### src/rtl/i2c_pkg.sv
// Shared types and helpers for the I2C target.
// Optional general-call matching is enabled by defining I2C_TARGET_GENCALL_EN.
package i2c_pkg;

   typedef enum logic [2:0] {
      IDLE,
      ADDR,
      ADDR_ACK,
      WR_DATA,
      WR_ACK,
      RD_DATA,
      RD_ACK,
      IGNORE
   } i2c_tgt_state_t;

   localparam logic [6:0] GENCALL_ADDR = 7'h00;

   // ab = received address byte {addr[6:0], rw}
   function automatic logic addr_match(input logic [7:0] ab, input logic [6:0] own);
      logic m;
      m = (ab[7:1] == own);
`ifdef I2C_TARGET_GENCALL_EN
      // General call is write-only; a general-call read is never acknowledged.
      if ((ab[7:1] == GENCALL_ADDR) && !ab[0]) m = 1'b1;
`endif
      return m;
   endfunction

endpackage

### src/rtl/i2c_bus_sync.sv
// SCL/SDA synchronizers plus edge and START/STOP detection.
// Event outputs are combinational from registered signals, one clock after the sync chain.
module i2c_bus_sync #(
   parameter int SYNC_STAGES = 2
) (
   input  logic clk,
   input  logic reset,
   input  logic scl,
   input  logic sda_i,
   output logic scl_rise,
   output logic scl_fall,
   output logic start_det,
   output logic stop_det,
   output logic sda_s
);

   logic [SYNC_STAGES-1:0] r_scl_sync;
   logic [SYNC_STAGES-1:0] r_sda_sync;
   logic                   r_scl_d;
   logic                   r_sda_d;
   logic                   w_scl_s;
   logic                   w_sda_s;

   // Reset to the idle-bus level so leaving reset never looks like an event.
   always_ff @(posedge clk or negedge reset) begin
      if (!reset) begin
         r_scl_sync <= '1;
         r_sda_sync <= '1;
         r_scl_d    <= 1'b1;
         r_sda_d    <= 1'b1;
      end else begin
         r_scl_sync <= {r_scl_sync[SYNC_STAGES-2:0], scl};
         r_sda_sync <= {r_sda_sync[SYNC_STAGES-2:0], sda_i};
         r_scl_d    <= w_scl_s;
         r_sda_d    <= w_sda_s;
      end
   end

   assign w_scl_s   = r_scl_sync[SYNC_STAGES-1];
   assign w_sda_s   = r_sda_sync[SYNC_STAGES-1];

   assign scl_rise  =  w_scl_s & ~r_scl_d;
   assign scl_fall  = ~w_scl_s &  r_scl_d;
   assign start_det =  w_scl_s &  r_scl_d &  r_sda_d & ~w_sda_s;
   assign stop_det  =  w_scl_s &  r_scl_d & ~r_sda_d &  w_sda_s;
   assign sda_s     =  w_sda_s;

endmodule

### src/rtl/i2c_target.sv
// I2C target: address match, write receive into rx_data, read serve from tx_data.
// Define I2C_TARGET_GENCALL_EN to also accept general-call (7'h00 + W) writes.
module i2c_target
   import i2c_pkg::*;
#(
   parameter logic [6:0] TARGET_ADDR = 7'h2A,
   parameter int         SYNC_STAGES = 2
) (
   input  logic       clk,
   input  logic       reset,
   input  logic       scl,
   input  logic       sda_i,
   output logic       sda_o,
   output logic [7:0] rx_data,
   output logic       rx_valid,
   input  logic       rx_ready,
   input  logic [7:0] tx_data,
   output logic       tx_load,
   output logic       busy,
   output logic       rw_dir
);

   logic w_scl_rise, w_scl_fall, w_start, w_stop, w_sda_s;

   i2c_bus_sync #(.SYNC_STAGES(SYNC_STAGES)) u_sync (
      .clk       (clk),
      .reset     (reset),
      .scl       (scl),
      .sda_i     (sda_i),
      .scl_rise  (w_scl_rise),
      .scl_fall  (w_scl_fall),
      .start_det (w_start),
      .stop_det  (w_stop),
      .sda_s     (w_sda_s)
   );

   i2c_tgt_state_t r_state, w_state_nxt;
   logic [3:0] r_cnt, w_cnt_nxt;
   logic [7:0] r_sh, w_sh_nxt;
   logic [7:0] r_rx_data, w_rx_data_nxt;
   logic       r_sda_o, w_sda_nxt;
   logic       r_rx_valid, w_rx_valid_nxt;
   logic       r_tx_load, w_tx_load_nxt;
   logic       r_busy, w_busy_nxt;
   logic       r_rw, w_rw_nxt;
   logic       r_mack, w_mack_nxt;

   always_ff @(posedge clk or negedge reset) begin
      if (!reset) begin
         r_state    <= IDLE;
         r_cnt      <= 4'd0;
         r_sh       <= 8'h00;
         r_rx_data  <= 8'h00;
         r_sda_o    <= 1'b1;
         r_rx_valid <= 1'b0;
         r_tx_load  <= 1'b0;
         r_busy     <= 1'b0;
         r_rw       <= 1'b0;
         r_mack     <= 1'b1;
      end else begin
         r_state    <= w_state_nxt;
         r_cnt      <= w_cnt_nxt;
         r_sh       <= w_sh_nxt;
         r_rx_data  <= w_rx_data_nxt;
         r_sda_o    <= w_sda_nxt;
         r_rx_valid <= w_rx_valid_nxt;
         r_tx_load  <= w_tx_load_nxt;
         r_busy     <= w_busy_nxt;
         r_rw       <= w_rw_nxt;
         r_mack     <= w_mack_nxt;
      end
   end

   always_comb begin
      w_state_nxt    = r_state;
      w_cnt_nxt      = r_cnt;
      w_sh_nxt       = r_sh;
      w_rx_data_nxt  = r_rx_data;
      w_sda_nxt      = r_sda_o;
      w_rx_valid_nxt = 1'b0;
      w_tx_load_nxt  = 1'b0;
      w_busy_nxt     = r_busy;
      w_rw_nxt       = r_rw;
      w_mack_nxt     = r_mack;

      if (w_stop) begin
         w_state_nxt = IDLE;
         w_sda_nxt   = 1'b1;
         w_busy_nxt  = 1'b0;
         w_cnt_nxt   = 4'd0;
      end else if (w_start) begin
         w_state_nxt = ADDR;
         w_sda_nxt   = 1'b1;
         w_busy_nxt  = 1'b0;
         w_cnt_nxt   = 4'd0;
      end else begin
         case (r_state)
            IDLE: w_sda_nxt = 1'b1;

            ADDR: begin
               if (w_scl_rise) begin
                  w_sh_nxt  = {r_sh[6:0], w_sda_s};
                  w_cnt_nxt = r_cnt + 4'd1;
               end else if (w_scl_fall && (r_cnt == 4'd8)) begin
                  w_cnt_nxt = 4'd0;
                  if (addr_match(r_sh, TARGET_ADDR)) begin
                     w_state_nxt = ADDR_ACK;
                     w_sda_nxt   = 1'b0;
                     w_busy_nxt  = 1'b1;
                     w_rw_nxt    = r_sh[0];
                  end else begin
                     w_state_nxt = IGNORE;
                  end
               end
            end

            ADDR_ACK: begin
               if (w_scl_fall) begin
                  w_cnt_nxt = 4'd0;
                  if (r_rw) begin
                     w_tx_load_nxt = 1'b1;
                     w_sh_nxt      = tx_data;
                     w_sda_nxt     = tx_data[7];
                     w_state_nxt   = RD_DATA;
                  end else begin
                     w_sda_nxt     = 1'b1;
                     w_state_nxt   = WR_DATA;
                  end
               end
            end

            WR_DATA: begin
               if (w_scl_rise) begin
                  w_sh_nxt  = {r_sh[6:0], w_sda_s};
                  w_cnt_nxt = r_cnt + 4'd1;
               end else if (w_scl_fall && (r_cnt == 4'd8)) begin
                  w_cnt_nxt = 4'd0;
                  if (rx_ready) begin
                     w_rx_data_nxt  = r_sh;
                     w_rx_valid_nxt = 1'b1;
                     w_sda_nxt      = 1'b0;
                     w_state_nxt    = WR_ACK;
                  end else begin
                     w_sda_nxt      = 1'b1;
                     w_busy_nxt     = 1'b0;
                     w_state_nxt    = IGNORE;
                  end
               end
            end

            WR_ACK: begin
               if (w_scl_fall) begin
                  w_sda_nxt   = 1'b1;
                  w_cnt_nxt   = 4'd0;
                  w_state_nxt = WR_DATA;
               end
            end

            // Bit 7 went out on entry, so falls 1..7 present bits 6..0 and fall 8 releases.
            RD_DATA: begin
               if (w_scl_fall) begin
                  if (r_cnt == 4'd7) begin
                     w_sda_nxt   = 1'b1;
                     w_cnt_nxt   = 4'd0;
                     w_state_nxt = RD_ACK;
                  end else begin
                     w_sh_nxt    = {r_sh[6:0], 1'b0};
                     w_sda_nxt   = r_sh[6];
                     w_cnt_nxt   = r_cnt + 4'd1;
                  end
               end
            end

            RD_ACK: begin
               if (w_scl_rise) begin
                  w_mack_nxt = w_sda_s;
               end else if (w_scl_fall) begin
                  w_cnt_nxt = 4'd0;
                  if (!r_mack) begin
                     w_tx_load_nxt = 1'b1;
                     w_sh_nxt      = tx_data;
                     w_sda_nxt     = tx_data[7];
                     w_state_nxt   = RD_DATA;
                  end else begin
                     w_sda_nxt     = 1'b1;
                     w_busy_nxt    = 1'b0;
                     w_state_nxt   = IGNORE;
                  end
               end
            end

            IGNORE: begin
               w_sda_nxt  = 1'b1;
               w_busy_nxt = 1'b0;
            end

            default: w_state_nxt = IDLE;
         endcase
      end
   end

   assign sda_o    = r_sda_o;
   assign rx_data  = r_rx_data;
   assign rx_valid = r_rx_valid;
   assign tx_load  = r_tx_load;
   assign busy     = r_busy;
   assign rw_dir   = r_rw;

endmodule
### config.mk
export PLATFORM = sky130hd
export DESIGN_NAME = i2c_target
export DESIGN_NICKNAME = d
export VERILOG_FILES = /design/src/rtl/i2c_pkg.sv /design/src/rtl/i2c_bus_sync.sv /design/src/rtl/i2c_target.sv
export SDC_FILE = /design/constraint.sdc
export NUM_CORES = 1
export LEC_CHECK = 0
export ABC_CLOCK_PERIOD_IN_PS = 2100
export CAP_MARGIN = 15
export CORE_MARGIN = 1.5
export CORE_UTILIZATION = 45
export CTS_BUF_LIST = sky130_fd_sc_hd__clkbuf_8
export CTS_CLUSTER_DIAMETER = 100
export DETAILED_ROUTE_END_ITERATION = 6
export GPL_TIMING_DRIVEN = 0
export HOLD_SLACK_MARGIN = 0.08
export PLACE_DENSITY_LB_ADDON = 0.08
export SLEW_MARGIN = 20
export SYNTH_ARGS = -nofsm -noshare
export SYNTH_HDL_FRONTEND = slang
export SYNTH_SLANG_ARGS = --single-unit
export TNS_END_PERCENT = 50
### constraint.sdc
create_clock -name clk -period 2.1 [get_ports clk]
set_input_delay 0.42 -clock clk [delete_from_list [all_inputs] [get_ports clk]]
set_output_delay 0.42 -clock clk [all_outputs]
set_load 0.01 [all_outputs]
==> reports/qor.yml <==
num_io_pins: 26
die_x_um: 68.4
totalWireLength_mm: 4.63
dp_cells: 253
detail-route-antenna-nets: 0
r2r_cells: 6
synth_common_cells: "dfrtp_1 (27), mux2_2 (23), o21ai_0 (13), nand2_1 (12), a21oi_1 (10)"
yosys_most_used_dff: "dfrtp_1"
row_count: 23
grt_use_met2_pct: 35.6
ys_top_cells_by_area: "dfrtp_1 (35%), mux2_2 (13%), dfstp_2 (11%)"
cpMaxStageDelayCell: "dfstp_2"
core_area_um2: 4060
dr.pass1.iters: 4
grt_max_degree: 34
clock-root-buffer: "clkbuf_8"
vias_per_cell: 5.84
route.detailed.drc: 0
drtIter0Drc: 64
cts_tree: "built"
io_buffers: 25
nNetsFinal: 231
drive_gt1_share_pct: 28.6
vias: 1558
async_flop_share_pct: 100
synth_top_area_share_pct: 35.1
fillers: 351
antenna_found_initial: 0
cp-end-kind: "flip-flop"
p_leak_nw: 1.02
grtUsageMet3_pct: 4.44
dpl_cell_area_um2: 2250
fin_skew_ns: 0.00495
avgSynthCellArea_um2: 10.9
gp_congestion: 0.910
cp.required_ns: 2.27
r2r_slack_ns: 0.08
max_stage_delay_ns: 0.60
outcome: "completed"
cts.clk_slew.worst_paths_ns: 0.06
yosys_warnings: 0
path_cells: "nand2b_1 > o21ai_0 > a221oi_2 > nor4_4 > buf_4 > mux2_2"
htree_num_levels: 2
grt_use_met1_pct: 30.0
syn_inst: 177
ir_drop_mv: 0.538
ys_ff_latch: 35
busiest_layer: "met2"
setup_tns_ns: 0
drv_slew: 0
r2r_start: "u_sync.r_scl_sync[1]"
synth_edf_count: 0
final_cells: 267
clockBufferDepth: 2
numClockSinks: 35
cts_buffers: 5
fmax_ghz: 0.494
worst-path-buf-inv: 1
synth_top_cell_by_area: "dfrtp_1"
area_growth_pct: 25.1
crit_type: "flip-flop to flip-flop"
rsz0062_at_grt: "yes"
grt_first_pass_wirelength_mm: 7.58
path_delay_family: "flip-flops"
worstReg2RegEnd: "r_sh[0]"
cp_num_cells: 6
netlist_area_um2: 1930
grt_util_all_layers_pct: 22.4
period_share_pct: 96.4
whs_ns: 0.359
max_slew.worst_pin.slew_ns: 0.486
fin_crit_ns: 2.02
insertion_delay_ns: 0.29
cp-start-kind: "flip-flop"
hp-start: "u_sync.r_scl_sync[0]"
post-synth-top-count-cell: "dfrtp_1"
maxCapViolCount: 0
grt_overflow: 0
setup_viol: 0
seq_area_frac_synth_pct: 46.0
fp.dieH_um: 68.4
hold_path_depth: 0
arrival_ns: 2.20
crit_fanout: 8
avgRoutedWirePerCell_um: 17.4
initial_utilization_pct: 47.5
power_density_nw_per_um2: 1260
worst_hold_path.endpoint: "u_sync.r_scl_sync[1]"
worstHoldPathType: "flip-flop to flip-flop"
crit_start: "u_sync.r_scl_sync[1]"
dpl.hpwl_mm: 3.30
first_global_vias: 1491
antenna_cells: 0
hold_violations: 0
slew_headroom_pct: 67.2
die_area_um2: 4680
stdcell_area_um2: 2410
yosys.cell_types.count: 44
syn_nets: 192
## registers in the layout, indices dropped and copies added, names as in the netlist, 2 cells and up
register	count
r_sh	8
rx_data	8
r_cnt	4
r_state	3
u_sync.r_scl_sync	2
u_sync.r_sda_sync	2
## area by class of cell
type	instances	area (um2)	share of cell area [%]
Multi-Input combinational cell	129	1010	42.0
Inverter	6	22.5	0.934
Sequential cell	35	886	36.7
Buffer	7	33.8	1.40
Tap cell	50	62.6	2.59
Timing Repair Buffer	32	313	13.0
Clock inverter	3	12.5	0.519
Clock buffer	5	68.8	2.85
## worst max-delay path by stage
stage,to,slack [ns]
2_1_floorplan,rx_data[0],0.16
3_3_place_gp,r_sh[0],-0.17
3_5_place_dp,rx_data[6],-0.20
4_1_cts,r_sh[4],-0.07
5_1_grt,r_state[1],-0.02
6_report,r_sh[0],0.08
## layer usage
metal | wire (um) | vias up
met5 | 0 | -
met4 | 61 | 0
met3 | 185 | 5
met2 | 2240 | 48
met1 | 2140 | 768
li1 | - | 737
## report_power, final
group          switching (mW)  internal (mW)  total, mW  leakage [nW]
Clock                   0.231          0.223      0.454        0.0505
Sequential              0.144          0.857       1.00         0.432
Combinational           0.812          0.761       1.57         0.539
Total                    1.19           1.84       3.03          1.02
## layout by cell type (no fill, tap or decap), drive strengths merged, types with 3 or more instances in the layout
cell / Yosys / layout
a22o: 4 / 4
a211oi: 3 / 3
mux2: 23 / 23
o31ai: 3 / 3
a21oi: 10 / 10
or2: 3 / 3
mux2i: 4 / 4
inv: 6 / 8
nand3b: 3 / 3
dfstp: 8 / 8
nor2: 4 / 4
clkdlybuf4s50: 0 / 24
nor4: 3 / 3
nand2: 12 / 12
nor3: 3 / 3
clkbuf: 3 / 9
buf: 4 / 10
nor2b: 3 / 3
nand2b: 6 / 6
o21ai: 13 / 13
nand3: 6 / 6
dfrtp: 27 / 27
## worst reg2reg max path, stage by stage, from the launching register on
cell	delay [ns]
dfstp_2	0.60
nand2b_1	0.10
o21ai_0	0.24
a221oi_2	0.15
nor4_4	0.31
buf_4	0.19
mux2_2	0.33
## logic make-up after synthesis
family / after synthesis / synth area share [%]
fa+ha+maj: 2 / 1.30
compound gates: 47 / 16.7
mux: 27 / 15.5
xor+xnor: 1 / 0.455
simple gates: 52 / 17.3
buf+inv: 13 / 2.73
flops: 35 / 46.0
## what timing repair did
item,in CTS,in global routing
pin swaps,2,1
hold endpoints to repair,1,0
hold buffers,1,0
endpoints found under the setup margin,18,11
setup buffers,2,3
gates resized for setup,3,3
## per-stage QoR
step	setup slack, ns	util (%)	power (mW)
after floorplan	0.164	-	2.06
after detailed placement	-0.196	55.6	2.44
final	0.0762	59.4	3.03
after CTS	-0.0660	58.5	2.92
after global routing	-0.0207	59.4	3.23
after global placement	-0.165	55.2	2.41
No activity file was read; power rests on OpenSTA's default activity.
